===== config.mk =====
export PLATFORM = sky130hd
export DESIGN_NAME = rubiks_lcd_frame_scanner
export DESIGN_NICKNAME = d
export VERILOG_FILES = /design/src/rtl/rubiks_lcd_pkg.sv /design/src/rtl/rubiks_lcd_frame_scanner_pixel_scan_counter.sv /design/src/rtl/rubiks_lcd_frame_scanner.sv
export SDC_FILE = /design/constraint.sdc
export NUM_CORES = 1
export LEC_CHECK = 0
export CORE_MARGIN = 3
export CORE_UTILIZATION = 45
export DETAILED_ROUTE_END_ITERATION = 8
export PLACE_DENSITY_LB_ADDON = 0.12
export REMOVE_ABC_BUFFERS = 1
export SYNTH_ARGS = -nofsm -noshare
export SYNTH_HDL_FRONTEND = slang
export SYNTH_HIERARCHICAL = 1
export SYNTH_SLANG_ARGS = --single-unit
export TNS_END_PERCENT = 10

===== constraint.sdc =====
create_clock -name clock -period 7.75 [get_ports clock]
set_input_delay 1.55 -clock clock [delete_from_list [all_inputs] [get_ports clock]]
set_output_delay 1.55 -clock clock [all_outputs]
set_load 0.005 [all_outputs]

===== src/rtl/rubiks_lcd_pkg.sv =====
// Shared types and constants for the Rubik's cube LT24 scan path.
package rubiks_lcd_pkg;
  localparam int LCD_WIDTH    = 320;
  localparam int LCD_HEIGHT   = 240;
  localparam int X_W          = 9;
  localparam int Y_W          = 8;
  localparam int CUBE_STATE_W = 144;

  localparam logic [15:0] COL_WHITE = 16'hFFFF;

  typedef enum logic [1:0] {
    IDLE,
    SCAN,
    WRITE,
    DONE
  } scan_state_t;
endpackage


===== src/rtl/rubiks_lcd_frame_scanner_pixel_scan_counter.sv =====
// Raster x/y counter: x runs across a row, then wraps and bumps y; y saturates on the last row.
module pixel_scan_counter
  import rubiks_lcd_pkg::*;
#(
  parameter int WIDTH  = LCD_WIDTH,
  parameter int HEIGHT = LCD_HEIGHT
) (
  input  logic           clock,
  input  logic           reset,
  input  logic           clear,
  input  logic           advance,
  output logic [X_W-1:0] x,
  output logic [Y_W-1:0] y,
  output logic           last
);

  localparam logic [X_W-1:0] X_MAX = X_W'(WIDTH - 1);
  localparam logic [Y_W-1:0] Y_MAX = Y_W'(HEIGHT - 1);

  logic x_end;
  logic y_end;

  assign x_end = (x == X_MAX);
  assign y_end = (y == Y_MAX);
  assign last  = x_end && y_end;

  always_ff @(posedge clock or posedge reset) begin
    if (reset) begin
      x <= '0;
      y <= '0;
    end else if (clear) begin
      x <= '0;
      y <= '0;
    end else if (advance) begin
      if (x_end) begin
        x <= '0;
        if (!y_end) y <= y + 1'b1;
      end else begin
        x <= x + 1'b1;
      end
    end
  end

endmodule


===== src/rtl/rubiks_lcd_frame_scanner.sv =====
// Frame scanner: sweeps the panel, samples the colour generator once per pixel and
// pushes each pixel to the LT24 write port over a valid/ready handshake.
//
// state | meaning
// IDLE  | waiting for a request, a pending request or a cube_state change
// SCAN  | sample pixel_colour and the current x/y into the lcd_* registers
// WRITE | offer the pixel, hold it until lcd_pixelReady
// DONE  | one-cycle frame_done, counter back to origin
module rubiks_lcd_frame_scanner
  import rubiks_lcd_pkg::*;
#(
  parameter int WIDTH  = LCD_WIDTH,
  parameter int HEIGHT = LCD_HEIGHT
) (
  input  logic                    clock,
  input  logic                    reset,
  input  logic [CUBE_STATE_W-1:0] cube_state,
  input  logic                    frame_request,
  input  logic [15:0]             pixel_colour,
  output logic [X_W-1:0]          x,
  output logic [Y_W-1:0]          y,
  output logic [CUBE_STATE_W-1:0] cube_state_snap,
  output logic [X_W-1:0]          lcd_xAddr,
  output logic [Y_W-1:0]          lcd_yAddr,
  output logic [15:0]             lcd_pixelData,
  output logic                    lcd_pixelWrite,
  input  logic                    lcd_pixelReady,
  output logic                    busy,
  output logic                    frame_done
);

  scan_state_t state;
  scan_state_t state_nxt;

  logic pending;
  logic start;
  logic cnt_clear;
  logic advance;
  logic last;
  logic handshake;

  pixel_scan_counter #(
    .WIDTH (WIDTH),
    .HEIGHT(HEIGHT)
  ) u_counter (
    .clock  (clock),
    .reset  (reset),
    .clear  (cnt_clear),
    .advance(advance),
    .x      (x),
    .y      (y),
    .last   (last)
  );

  assign handshake = lcd_pixelWrite && lcd_pixelReady;

  always_comb begin
    state_nxt  = state;
    start      = 1'b0;
    cnt_clear  = 1'b0;
    advance    = 1'b0;
    busy       = (state != IDLE);
    frame_done = 1'b0;
    case (state)
      IDLE: begin
        // a request and a snapshot mismatch in the same cycle still start only one frame
        if (frame_request || pending || (cube_state != cube_state_snap)) begin
          start     = 1'b1;
          cnt_clear = 1'b1;
          state_nxt = SCAN;
        end
      end
      SCAN: state_nxt = WRITE;
      WRITE: begin
        if (handshake) begin
          if (last) begin
            state_nxt = DONE;
          end else begin
            advance   = 1'b1;
            state_nxt = SCAN;
          end
        end
      end
      DONE: begin
        frame_done = 1'b1;
        cnt_clear  = 1'b1;
        state_nxt  = IDLE;
      end
      default: state_nxt = IDLE;
    endcase
  end

  always_ff @(posedge clock or posedge reset) begin
    if (reset) begin
      state           <= IDLE;
      pending         <= 1'b0;
      cube_state_snap <= '0;
    end else begin
      state <= state_nxt;
      if (start) begin
        pending         <= 1'b0;
        cube_state_snap <= cube_state;
      end else if (frame_request && (state != IDLE)) begin
        pending <= 1'b1;
      end
    end
  end

  always_ff @(posedge clock or posedge reset) begin
    if (reset) begin
      lcd_xAddr      <= '0;
      lcd_yAddr      <= '0;
      lcd_pixelData  <= '0;
      lcd_pixelWrite <= 1'b0;
    end else if (state == SCAN) begin
      lcd_xAddr      <= x;
      lcd_yAddr      <= y;
      lcd_pixelData  <= pixel_colour;
      lcd_pixelWrite <= 1'b1;
    end else if ((state == WRITE) && handshake) begin
      lcd_pixelWrite <= 1'b0;
    end
  end

endmodule

==> results of run 1 <==
==> critical path, stage by stage <==
cell and delay, ps:
sky130_fd_sc_hd__clkdlybuf4s50_1 420, sky130_fd_sc_hd__nor2b_1 140, sky130_fd_sc_hd__a2111o_1 400, sky130_fd_sc_hd__or4_1 500
sky130_fd_sc_hd__nor4_1 330, sky130_fd_sc_hd__nand4_1 280, sky130_fd_sc_hd__o21ai_4 800, sky130_fd_sc_hd__buf_12 500
sky130_fd_sc_hd__mux2_2 400
==> flip-flops by register name, summed over array words and instances, names as in the netlist <==
register         count
u_counter/x          9
state                2
pending              1
lcd_pixelData       16
cube_state_snap    144
lcd_yAddr            8
u_counter/y          8
lcd_xAddr            9
lcd_pixelWrite       1
==> where the power goes <==
part / internal (W) / total [W] / switching [W] / leakage, nW
registers: 0.00149 / 0.00188 / 0.000392 / 2.38
logic: 0.00158 / 0.00253 / 0.000950 / 3.22
clock network: 0.000463 / 0.000883 / 0.000419 / 0.281
total: 0.00354 / 0.00530 / 0.00176 / 5.89
==> per-layer routing <==
metal	GRT usage, %	vias up	share of wire, %
met1	27.8	3563	39
li1	-	3463	-
met3	9.01	25	8.9
met5	0	-	0.085
met2	40.9	239	51
met4	5.57	4	1.7
==> stage by stage <==
| stage | total power (W) | worst slack, ps | utilization, % |
|---|---|---|---|
| after detailed placement | 0.00445 | 2150 | 65.2 |
| after global placement | 0.00442 | 2180 | 65.2 |
| after floorplan | 0.00326 | -4980 | - |
| after CTS | 0.00536 | 2590 | 68.0 |
| after global routing | 0.00564 | 2410 | 68.0 |
| final | 0.00530 | 2630 | 68.0 |
==> placed cells by master (no fill, tap or decap), types with 3 or more instances in the layout <==
cell type and count:
sky130_fd_sc_hd__inv_6 3, sky130_fd_sc_hd__clkdlybuf4s50_1 360, sky130_fd_sc_hd__nor2b_1 19, sky130_fd_sc_hd__or3_1 4
sky130_fd_sc_hd__or4_1 5, sky130_fd_sc_hd__o21ai_0 4, sky130_fd_sc_hd__a21oi_1 8, sky130_fd_sc_hd__ha_1 6
sky130_fd_sc_hd__mux2_2 130, sky130_fd_sc_hd__a2111oi_0 3, sky130_fd_sc_hd__clkbuf_16 17, sky130_fd_sc_hd__o22ai_1 30
sky130_fd_sc_hd__xnor2_1 52, sky130_fd_sc_hd__a22oi_1 4, sky130_fd_sc_hd__inv_1 71, sky130_fd_sc_hd__dfrtp_1 198
sky130_fd_sc_hd__o31ai_1 3, sky130_fd_sc_hd__inv_8 5, sky130_fd_sc_hd__mux2_1 33, sky130_fd_sc_hd__a2111o_1 4
sky130_fd_sc_hd__nor3_1 7, sky130_fd_sc_hd__nand2_1 7, sky130_fd_sc_hd__nor4_1 23, sky130_fd_sc_hd__nand4_1 22
sky130_fd_sc_hd__nand3_1 8, sky130_fd_sc_hd__nor2_1 13, sky130_fd_sc_hd__mux2i_1 17, sky130_fd_sc_hd__nand2b_1 11
sky130_fd_sc_hd__buf_4 4, sky130_fd_sc_hd__xor2_1 41
==> how the worst max path moves through the flow <==
stage | from | endpoint | slack, ps | cells after the start
2_1_floorplan | cube_state[119] | u_counter/x[7] | -4980 | 9
3_3_place_gp | cube_state[119] | cube_state_snap[136] | 2180 | 9
3_5_place_dp | cube_state[119] | cube_state_snap[78] | 2150 | 9
4_1_cts | cube_state[119] | cube_state_snap[66] | 2590 | 9
5_1_grt | cube_state[119] | cube_state_snap[96] | 2410 | 9
6_report | cube_state[119] | cube_state_snap[77] | 2630 | 9
==> cell families after synthesis <==
| logic type | after synthesis | synth area share [%] |
|---|---|---|
| adder cells (fa/ha/maj) | 6 | 0.785 |
| multiplexers | 180 | 21.0 |
| buffers and inverters | 96 | 4.66 |
| AND/OR/NAND/NOR | 126 | 7.80 |
| XOR/XNOR | 93 | 8.52 |
| flip-flops | 198 | 51.8 |
| AO/OA/AOI/OAI | 73 | 5.47 |
==> cell type report <==
| cell class | instances | area, µm² | area share (%) |
|---|---|---|---|
| Antenna cell | 1 | 2.50 | 0.0179 |
| Clock buffer | 18 | 439 | 3.14 |
| Clock inverter | 13 | 139 | 0.993 |
| Inverter | 72 | 278 | 1.99 |
| Multi-Input combinational cell | 478 | 4180 | 29.9 |
| Sequential cell | 198 | 4950 | 35.4 |
| Tap cell | 270 | 338 | 2.42 |
| Timing Repair Buffer | 365 | 3650 | 26.1 |
==> metrics, run 1 <==
cts repair resizes 0; global-route usage over all layers a little under a quarter; number of enable-type register cells in the synthesized netlist 0; flop and latch count out of synthesis just under 200; Die Area between 0.02 and 0.025 mm²; detailed-placement wirelength estimate 20,900 µm; gate count of the mapped netlist 772; detailed-router iteration count before antenna repair 4; element type at the critical path end flip-flop; Setup crit start kind primary input; number of antenna violations at the first check in global routing 3; synthesis-to-layout area growth 46.2%; first-pass GRT wire length about 42,000 µm; detailed-route vias per instance about 5.2; Post-Place Cell Area around 0.013 mm²; routed wirelength normalized by instance count around 19 µm; sum of negative setup slack 0 ps; count of routing violations after the opening detailed-route iteration between 300 and 400; max-slew headroom at the worst pin a little under two fifths; unrepaired setup endpoints after global routing false; cell accounting for the most synthesized area sky130_fd_sc_hd__dfrtp_1; Critical Path AT approximately 5400 ps; top cells by area, synth sky130_fd_sc_hd__dfrtp_1 52%, sky130_fd_sc_hd__mux2_2 15%, sky130_fd_sc_hd__xnor2_1 4.8%; number of non-filler instances in the completed layout 1,415; Max FO, Critical Path 94; ys async rst share between 90% and 100%; Chip Height 152 µm; Cell variety after synth between 50 and 60; number of endpoints with negative hold slack in the final report 0; fraction of final layout cells with drive strength greater than 1 around 15%; max-slew violation count 0; Worst Path Class, Setup primary input to flip-flop; Required @ worst endpoint 8060 ps; maximum number of pins on one net before global-route repair between 100 and 150; final setup skew between 9 and 10 ps; power per unit of standard cell area between 300 and 400 mW/mm²; clock latency on the worst-skew pair 430 ps; DRC errors left 0; clock buffer depth 2; number of nets in the final layout 1,302; buffer type at the clock tree root sky130_fd_sc_hd__clkbuf_16; leakage power figure 5.89 nW; worst vdd rail ir drop ~0.30 mV; Hold EP lcd_yAddr[3]; H-tree Lvls 4; share of the synthesized area in the top cell type between 50% and 60%; number of routed nets with antenna violations 0; Post-Place Cells ~1.4k; worst r2r dst cube_state_snap[77]; hold path cells 1; most frequent cell after synthesis sky130_fd_sc_hd__dfrtp_1; Initial Util 46.5%; setup fix buffers added after clock tree synthesis 0; total core area 0.0206 mm²; startpoint of the lowest-slack register-to-register path cube_state_snap[45]; via count ~7.3k; number of port buffers 360; most frequent cells after synthesis 198 x sky130_fd_sc_hd__dfrtp_1, 130 x sky130_fd_sc_hd__mux2_2, 72 x sky130_fd_sc_hd__inv_1, 52 x sky130_fd_sc_hd__xnor2_1, 41 x sky130_fd_sc_hd__xor2_1; number of setup violations in the final report 0; vias in the first global route between 7k and 8k; post-route minimum period 5120 ps; yosys synthesis warning count 6; result of the run completed; setup slack of the most critical reg-to-reg path around 3800 ps; post-CTS clock slew at the launch and capture registers of the worst setup and hold paths roughly 70 ps; wire length after detailed routing between 20,000 and 30,000 µm; max-cap violations 0; achievable clock frequency a little under 200 MHz; Top Ports roughly 360; final design instance area without fill approximately 0.014 mm²; quantity of hold-fixing buffers added after cts 0; Worst-Margin Slew ~940 ps; most common flop cell mapped by yosys sky130_fd_sc_hd__dfrtp_1; Avg Cell Area, Syn ~12 µm²; number of filler instances in the final layout ~1.6k; type of the worst min-delay path flip-flop to flip-flop; TritonCTS Sinks approximately 200; clock tree from TritonCTS built; Hold Crit Start lcd_yAddr[3]; number of rows in the core area 52; portion of the post-synthesis area used by sequential elements 51.8%; final weighted congestion of routability-driven global placement approximately 0.8; smallest hold slack between 500 and 600 ps; portion of the clock cycle consumed by the worst path in the final layout between 60% and 70%; GR Overflow Total 0; depth of the worst register-to-register path 8; summed instance area of the synthesized netlist approximately 0.0096 mm²; Die W between 150 and 200 µm; total clock buffers created by CTS 17
Power figures use the tool's default switching activity.
==> inputs of run 2 (changes only) <==
--- a/config.mk
+++ b/config.mk
@@ -6,7 +6,7 @@
 export NUM_CORES = 1
 export LEC_CHECK = 0
 export CORE_MARGIN = 3
-export CORE_UTILIZATION = 45
+export CORE_UTILIZATION = 40
 export DETAILED_ROUTE_END_ITERATION = 8
 export PLACE_DENSITY_LB_ADDON = 0.12
 export REMOVE_ABC_BUFFERS = 1
==> constraint.sdc (replaced) <==
create_clock -name clock -period 4.5 [get_ports clock]
set_input_delay 0.9 -clock clock [delete_from_list [all_inputs] [get_ports clock]]
set_output_delay 0.9 -clock clock [all_outputs]
set_load 0.005 [all_outputs]
==> metrics, run 2 (synthesis gave the netlist of run 1 again) <==
result of the run completed; post-route minimum period slightly below 4000 ps; max-cap violations 0 (unchanged); Worst Setup Slack post-DPL 36.4 ps (-2110 ps); Die W 161 µm (+5.8%); commonest cells after routing, fill and taps aside 360 x sky130_fd_sc_hd__clkdlybuf4s50_1, 198 x sky130_fd_sc_hd__dfrtp_1, 130 x sky130_fd_sc_hd__mux2_2, 71 x sky130_fd_sc_hd__inv_1, 52 x sky130_fd_sc_hd__xnor2_1; cts repair resizes 0 (unchanged); portion of the clock cycle consumed by the worst path in the final layout between 80 and 90%; Biggest register cube_state_snap; total clock buffers created by CTS 17 (unchanged); power per unit of standard cell area 652 mW/mm² (+72%); element type at the critical path end flip-flop; wire length after detailed routing 28,300 µm (+4.6%); Worst Path Class, Setup primary input to flip-flop; number of nets in the final layout 1,311 (+0.69%); Post-Place Cells 1,435 (+3.8%); number of setup violations in the final report 0 (unchanged); H-tree Lvls 4 (unchanged); synthesis-to-layout area growth 47.9%; number of antenna violations at the first check in global routing 3 (unchanged); PnR worst setup slack 567 ps (-2060 ps); TritonCTS Sinks 198 (unchanged); max-slew violation count 0 (unchanged); clock buffer depth 2 (unchanged); detailed-route vias per instance 5.02 (-2.6%); first-pass GRT wire length 43,800 µm (+5.5%); clock tree from TritonCTS built; Critical Path AT 4240 ps (-1200 ps); clock latency on the worst-skew pair 440 ps (about the same); number of rows in the core area 55 (+5.8%); type of the worst min-delay path flip-flop to flip-flop; fraction of final layout cells with drive strength greater than 1 15.6% (+0.74 points); final weighted congestion of routability-driven global placement 0.794 (-1.7%); number of routed nets with antenna violations 0 (unchanged); count of routing violations after the opening detailed-route iteration 313 (+3.3%); quantity of hold-fixing buffers added after cts 0 (unchanged); hold path cells 2 (+1); number of flip-flops in the largest register 144 (unchanged); leakage power figure 5.94 nW (+0.92%); DRC errors left 0 (unchanged); global-route usage over all layers 21.9% (-1.7 points); number of endpoints with negative hold slack in the final report 0 (unchanged); registers with the highest flip-flop counts cube_state_snap (144), lcd_pixelData (16); Max FO, Critical Path 39 (-59%); detailed-router iteration count before antenna repair 4 (unchanged); Initial Util 41.5% (-5.0 points); final setup skew 15.6 ps (+6.06 ps); routed wirelength normalized by instance count 19.2 µm (+0.62%); Required @ worst endpoint 4810 ps (-3250 ps); post-CTS clock slew at the launch and capture registers of the worst setup and hold paths 70 ps (about the same); number of port buffers 360 (unchanged); achievable clock frequency ~250 MHz; buffer type at the clock tree root sky130_fd_sc_hd__clkbuf_16; Die Area 0.0258 mm² (+12%); vias in the first global route 7,638 (+0.41%); via count 7,384 (+1.2%); detailed-placement wirelength estimate 22,200 µm (+6.4%); setup fix buffers added after clock tree synthesis 0 (unchanged); maximum number of pins on one net before global-route repair 100 (-18%); worst vdd rail ir drop 0.296 mV (-0.65%); number of non-filler instances in the completed layout 1,471 (+4.0%); Chip Height 161 µm (+5.8%); Setup crit start kind primary input; max-slew headroom at the worst pin 52.1% (+15 points); unrepaired setup endpoints after global routing false; depth of the worst register-to-register path 9 (+1); total core area 0.0231 mm² (+12%); Top Ports 361 (unchanged); Worst-Margin Slew 719 ps (-217 ps); leading cell type in the layout, fill and taps excluded sky130_fd_sc_hd__clkdlybuf4s50_1; GR Overflow Total 0 (unchanged)
## run 2: changes by cell type in the layout (fill, tap and decap cells not counted), sizes merged
cell,delta
clkinv,+2
clkbuf,-1
clkinvlp,+1
bufinv,-1
diode,+3
buf,+9
## run 2: final timing paths
kind / start / endpoint / slack (ps)
worst max register to register: cube_state_snap[45] / cube_state_snap[66] / 1130
min in group asynchronous: reset / lcd_xAddr[3] / 1020
max in group asynchronous: reset / cube_state_snap[94] / 2640
worst min-delay path: pending / pending / 500
worst min register to register: pending / pending / 500
worst max-delay path: cube_state[119] / cube_state_snap[66] / 570
## run 2: per-layer routing
| layer | track usage (%) | wire length, µm | vias up | share of wire (%) |
|---|---|---|---|---|
| met5 | 0 | 0 | - | 0 |
| met2 | 37.7 | 14400 | 219 | 51 |
| li1 | - | - | 3487 | - |
| met3 | 6.94 | 2100 | 28 | 7.4 |
| met1 | 26.1 | 11200 | 3650 | 40 |
| met4 | 6.75 | 512 | 0 | 1.8 |
## run 2: layout make-up
type / count / area (µm²)
fill: 1969 / 8910
sequential: 198 / 4950
multi-input combinational: 478 / 4180
timing repair buffer: 374 / 3770
clock buffer: 17 / 425
tap: 313 / 392
inverter: 72 / 278
clock inverter: 15 / 141
antenna: 4 / 10.0
## run 2: metrics by stage
step	TNS [ps]	hold slack, ps	total power (W)	area [µm²]	util [%]
final	0	500	0.00923	14100	61.4
after CTS	0	505	0.00936	14100	61.3
after global routing	0	527	0.00981	14100	61.4
after floorplan	-1125440	451	0.00539	9390	-
after global placement	0	484	0.00775	13600	58.9
after detailed placement	0	487	0.00782	13600	58.9
## run 2: power breakdown
| group | switching (W) | internal, W | total [W] |
|---|---|---|---|
| logic | 0.00168 | 0.00281 | 0.00449 |
| clock network | 0.000753 | 0.000735 | 0.00149 |
| registers | 0.000684 | 0.00257 | 0.00325 |
| total | 0.00312 | 0.00611 | 0.00923 |
## run 2: worst max-delay path, cell delays in order
cell                              delay [ps]
sky130_fd_sc_hd__clkdlybuf4s50_1         450
sky130_fd_sc_hd__nor2b_1                 150
sky130_fd_sc_hd__a2111o_1                410
sky130_fd_sc_hd__or4_1                   500
sky130_fd_sc_hd__nor4_1                  350
sky130_fd_sc_hd__nand4_1                 330
sky130_fd_sc_hd__o21ai_4                 280
sky130_fd_sc_hd__buf_12                  210
sky130_fd_sc_hd__buf_12                  260
sky130_fd_sc_hd__mux2_2                  370
==> inputs of run 3 (changes only) <==
--- a/config.mk
+++ b/config.mk
@@ -5,8 +5,10 @@
 export SDC_FILE = /design/constraint.sdc
 export NUM_CORES = 1
 export LEC_CHECK = 0
+export ABC_AREA = 1
 export CORE_MARGIN = 3
-export CORE_UTILIZATION = 40
+export CORE_UTILIZATION = 42
+export CTS_CLUSTER_DIAMETER = 150
 export DETAILED_ROUTE_END_ITERATION = 8
 export PLACE_DENSITY_LB_ADDON = 0.12
 export REMOVE_ABC_BUFFERS = 1
==> metrics, run 3 <==
Critical Path AT 3570 ps (-670 ps); routed wirelength normalized by instance count 15.2 µm (-21%); Worst Path Class, Setup primary input to flip-flop; Max FO, Critical Path 221 (+470%); setup fix buffers added after clock tree synthesis 0 (unchanged); setup slack of the most critical reg-to-reg path 1750 ps (+620 ps); element type at the critical path end flip-flop; Cell variety after synth 32 (-37%); hold path cells 2 (unchanged); Post-Place Cell Area 0.0141 mm² (+4.3%); final weighted congestion of routability-driven global placement 0.865 (+9.0%); synthesis-to-layout area growth 42.3%; total length of routed met2 wires 15,200 µm (+5.5%); GR Overflow Total 0 (unchanged); top cells by area, synth sky130_fd_sc_hd__dfrtp_1 48%, sky130_fd_sc_hd__nand2_1 21%, sky130_fd_sc_hd__inv_1 5.7%; first-pass GRT wire length 49,900 µm (+14%); number of nets in the final layout 1,913 (+46%); worst vdd rail ir drop 0.366 mV (+24%); commonest cells after routing, fill and taps aside 582 x sky130_fd_sc_hd__nand2_1, 360 x sky130_fd_sc_hd__clkdlybuf4s50_1, 198 x sky130_fd_sc_hd__dfrtp_1, 157 x sky130_fd_sc_hd__inv_1, 96 x sky130_fd_sc_hd__nor2_1; wire length after detailed routing 31,600 µm (+12%); via count 9,786 (+33%); Setup crit start kind primary input; combined flip-flop and latch cell area 0.00495 mm² (unchanged); detailed-route vias per instance 4.71 (-6.1%); Worst-Margin Slew 1050 ps (+329 ps); number of antenna violations at the first check in global routing 2 (-1); detailed-placement wirelength estimate 23,000 µm (+3.8%); final design instance area without fill 0.0147 mm² (+4.1%); unrepaired setup endpoints after global routing false; delay of the slowest critical-path stage 530 ps (+30 ps); flop and latch count out of synthesis 198 (unchanged); type of the worst min-delay path flip-flop to flip-flop; startpoint of the lowest-slack register-to-register path cube_state_snap[89]; Seq pwr share 35.1% (about the same); Hold Crit Start lcd_pixelData[13]; Required @ worst endpoint 4780 ps (-30 ps); Worst Setup Slack post-DPL 799 ps (+762 ps); Biggest register cube_state_snap; total core area 0.0238 mm² (+3.3%); max-slew violation count 0 (unchanged); logic gate share of total power 48.8% (+0.2 points); clock tree from TritonCTS built; routed wl met3 2380 µm (+13%); portion of the post-synthesis area used by sequential elements 47.9% (-3.9 points); cts repair resizes 0 (unchanged); Die Area 0.0265 mm² (+2.9%); number of flip-flops in the largest register 144 (unchanged); number of routed nets with antenna violations 0 (unchanged); count of routing violations after the opening detailed-route iteration 772 (+150%); most frequent cell after synthesis sky130_fd_sc_hd__nand2_1; final setup skew 20.0 ps (+4.48 ps); net load switching power 0.00377 W (+21%); registers with the highest flip-flop counts cube_state_snap (144), lcd_pixelData (16); buffer type at the clock tree root sky130_fd_sc_hd__clkbuf_16; Hold EP lcd_pixelData[13]; clock network power share 16.1% (about the same); fraction of final layout cells with drive strength greater than 1 3.93% (-12 points); post-route minimum period 3280 ps (-649 ps); depth of the worst register-to-register path 14 (+5); number of filler instances in the final layout 2,231 (+13%); smallest hold slack 474 ps (-26.3 ps); most common flop cell mapped by yosys sky130_fd_sc_hd__dfrtp_1; achievable clock frequency 304 MHz (+20%); Initial Util 43.4% (+1.9 points); gate count of the mapped netlist 1,404 (+82%); count of buffer and inverter cells on the critical path 3 (unchanged); leading cell type in the layout, fill and taps excluded sky130_fd_sc_hd__nand2_1; number of enable-type register cells in the synthesized netlist 0 (unchanged); total clock buffers created by CTS 17 (unchanged); quantity of hold-fixing buffers added after cts 0 (unchanged); cells along the critical path clkdlybuf4s50_1, inv_1, nand2_1, nand2_1, nor2_1, nand2_1, nor2_1, nand2_1, nor2_1, nand2_1, nor2_2, nand2_2, nand2_8, buf_12, o21ai_0; most frequent cells after synthesis 583 x sky130_fd_sc_hd__nand2_1, 198 x sky130_fd_sc_hd__dfrtp_1, 158 x sky130_fd_sc_hd__inv_1, 96 x sky130_fd_sc_hd__nor2_1, 94 x sky130_fd_sc_hd__o21ai_0; number of endpoints with negative hold slack in the final report 0 (unchanged); leakage power figure 7.16 nW (+20%); summed instance area of the synthesized netlist 0.0103 mm² (+8.2%); worst r2r dst cube_state_snap[115]; power per unit of standard cell area 638 mW/mm² (-2.2%); DRC errors left 0 (unchanged); number of setup violations in the final report 0 (unchanged); maximum number of pins on one net before global-route repair 222 (+120%); max layer used met4; number of port buffers 360 (unchanged); TritonCTS Sinks 198 (unchanged); number of rows in the core area 56 (+1.8%); sum of negative setup slack 0 ps (unchanged); Chip Height 163 µm (+1.4%); sw frac 40.1% (+6.3 points); clock latency on the worst-skew pair 440 ps (about the same); Multi-input gate area 0.00450 mm² (+7.8%); portion of the clock cycle consumed by the worst path in the final layout 73.0% (-14 points); Top Ports 361 (unchanged); max-slew headroom at the worst pin 29.7% (-22 points); total routed wire length on the met1 layer 13,400 µm (+19%); result of the run completed; ys async rst share 100% (unchanged); detailed-router iteration count before antenna repair 5 (+1); max-cap violations 0 (unchanged); Avg Cell Area, Syn 7.37 µm² (-41%); share of the synthesized area in the top cell type 47.9% (-3.9 points); yosys synthesis warning count 6 (unchanged); global-route usage over all layers 23.6% (+1.7 points); post-CTS clock slew at the launch and capture registers of the worst setup and hold paths 80 ps (about the same); Top delay family on crit path simple AND/OR/NAND/NOR gates; internal power 0.00563 W (-7.9%); most frequent cell on the critical path sky130_fd_sc_hd__nand2_1; Die W 163 µm (+1.4%); cell accounting for the most synthesized area sky130_fd_sc_hd__dfrtp_1; H-tree Lvls 4 (unchanged); vias in the first global route 9,570 (+25%); clock buffer depth 2 (unchanged); PnR worst setup slack 1220 ps (+649 ps); Max stage delay cell, worst path sky130_fd_sc_hd__buf_12
run 3: cell count changes after synthesis, sizes merged, moves of 20 or more:
cell and change:
nor2 +88, nand4 -20, nand3 +83, xor2 -30, o22ai -23, inv +90, nand2 +582, nor4 -23
mux2 -163, o21ai +127
run 3: tightest hold or removal path, cell delays in order, from the launching register on:
cell and delay [ps]:
sky130_fd_sc_hd__dfrtp_1 350, sky130_fd_sc_hd__nand2_1 50, sky130_fd_sc_hd__nand2_1 50
run 3: area by class of cell:
type	instances	share of cell area, %
flip-flops and latches	198	33.7
multi-input cells	995	30.6
repair buffers	367	24.9
inverters	164	4.24
clock buffers	19	2.94
well taps	319	2.71
clock inverters	13	0.918
diodes	2	0.0340
run 3: metrics by stage:
stage / power, W / cells / utilization (%)
after detailed placement: 0.00794 / 2043 / 59.4
after global placement: 0.00785 / 2043 / 59.4
final: 0.00939 / 2077 / 61.8
after CTS: 0.00949 / 2075 / 61.8
after floorplan: 0.00544 / 1357 / -
after global routing: 0.0102 / 2077 / 61.8
run 3: worst max path at each step:
stage	start	to	slack [ps]	cells after the start
2_1_floorplan	frame_request	u_counter/y[1]	-1600	17
3_3_place_gp	cube_state[73]	u_counter/y[6]	850	19
3_5_place_dp	cube_state[117]	u_counter/y[3]	800	19
4_1_cts	cube_state[73]	u_counter/y[4]	1250	19
6_report	cube_state[109]	cube_state_snap[115]	1220	15
5_1_grt	cube_state[104]	cube_state_snap[14]	990	15
run 3: power groups by stage:
stage | Clock [W] | Combinational (W) | Sequential, W
floorplan | 0 | 0.00216 | 0.00328
global placement | 0 | 0.00456 | 0.00329
detailed placement | 0 | 0.00463 | 0.00330
CTS | 0.00155 | 0.00465 | 0.00329
global route | 0.00162 | 0.00515 | 0.00342
finish | 0.00151 | 0.00458 | 0.00330
run 3: layer usage:
layer / vias up / track usage, %
met5: - / 0
met4: 0 / 6.73
met3: 38 / 6.05
met2: 291 / 39.5
met1: 4455 / 30.4
li1: 5002 / -
run 3: cell families (layout without fill, tap and decap cells):
logic type | Yosys count | in the layout | synth area share [%]
flops | 198 | 198 | 47.9
buf+inv | 211 | 563 | 8.88
fa+ha+maj | 6 | 6 | 0.726
mux | 1 | 1 | 0.0968
compound gates | 148 | 148 | 7.58
xor+xnor | 50 | 50 | 4.23
simple gates | 790 | 790 | 30.6
other cells | 0 | 2 | 0
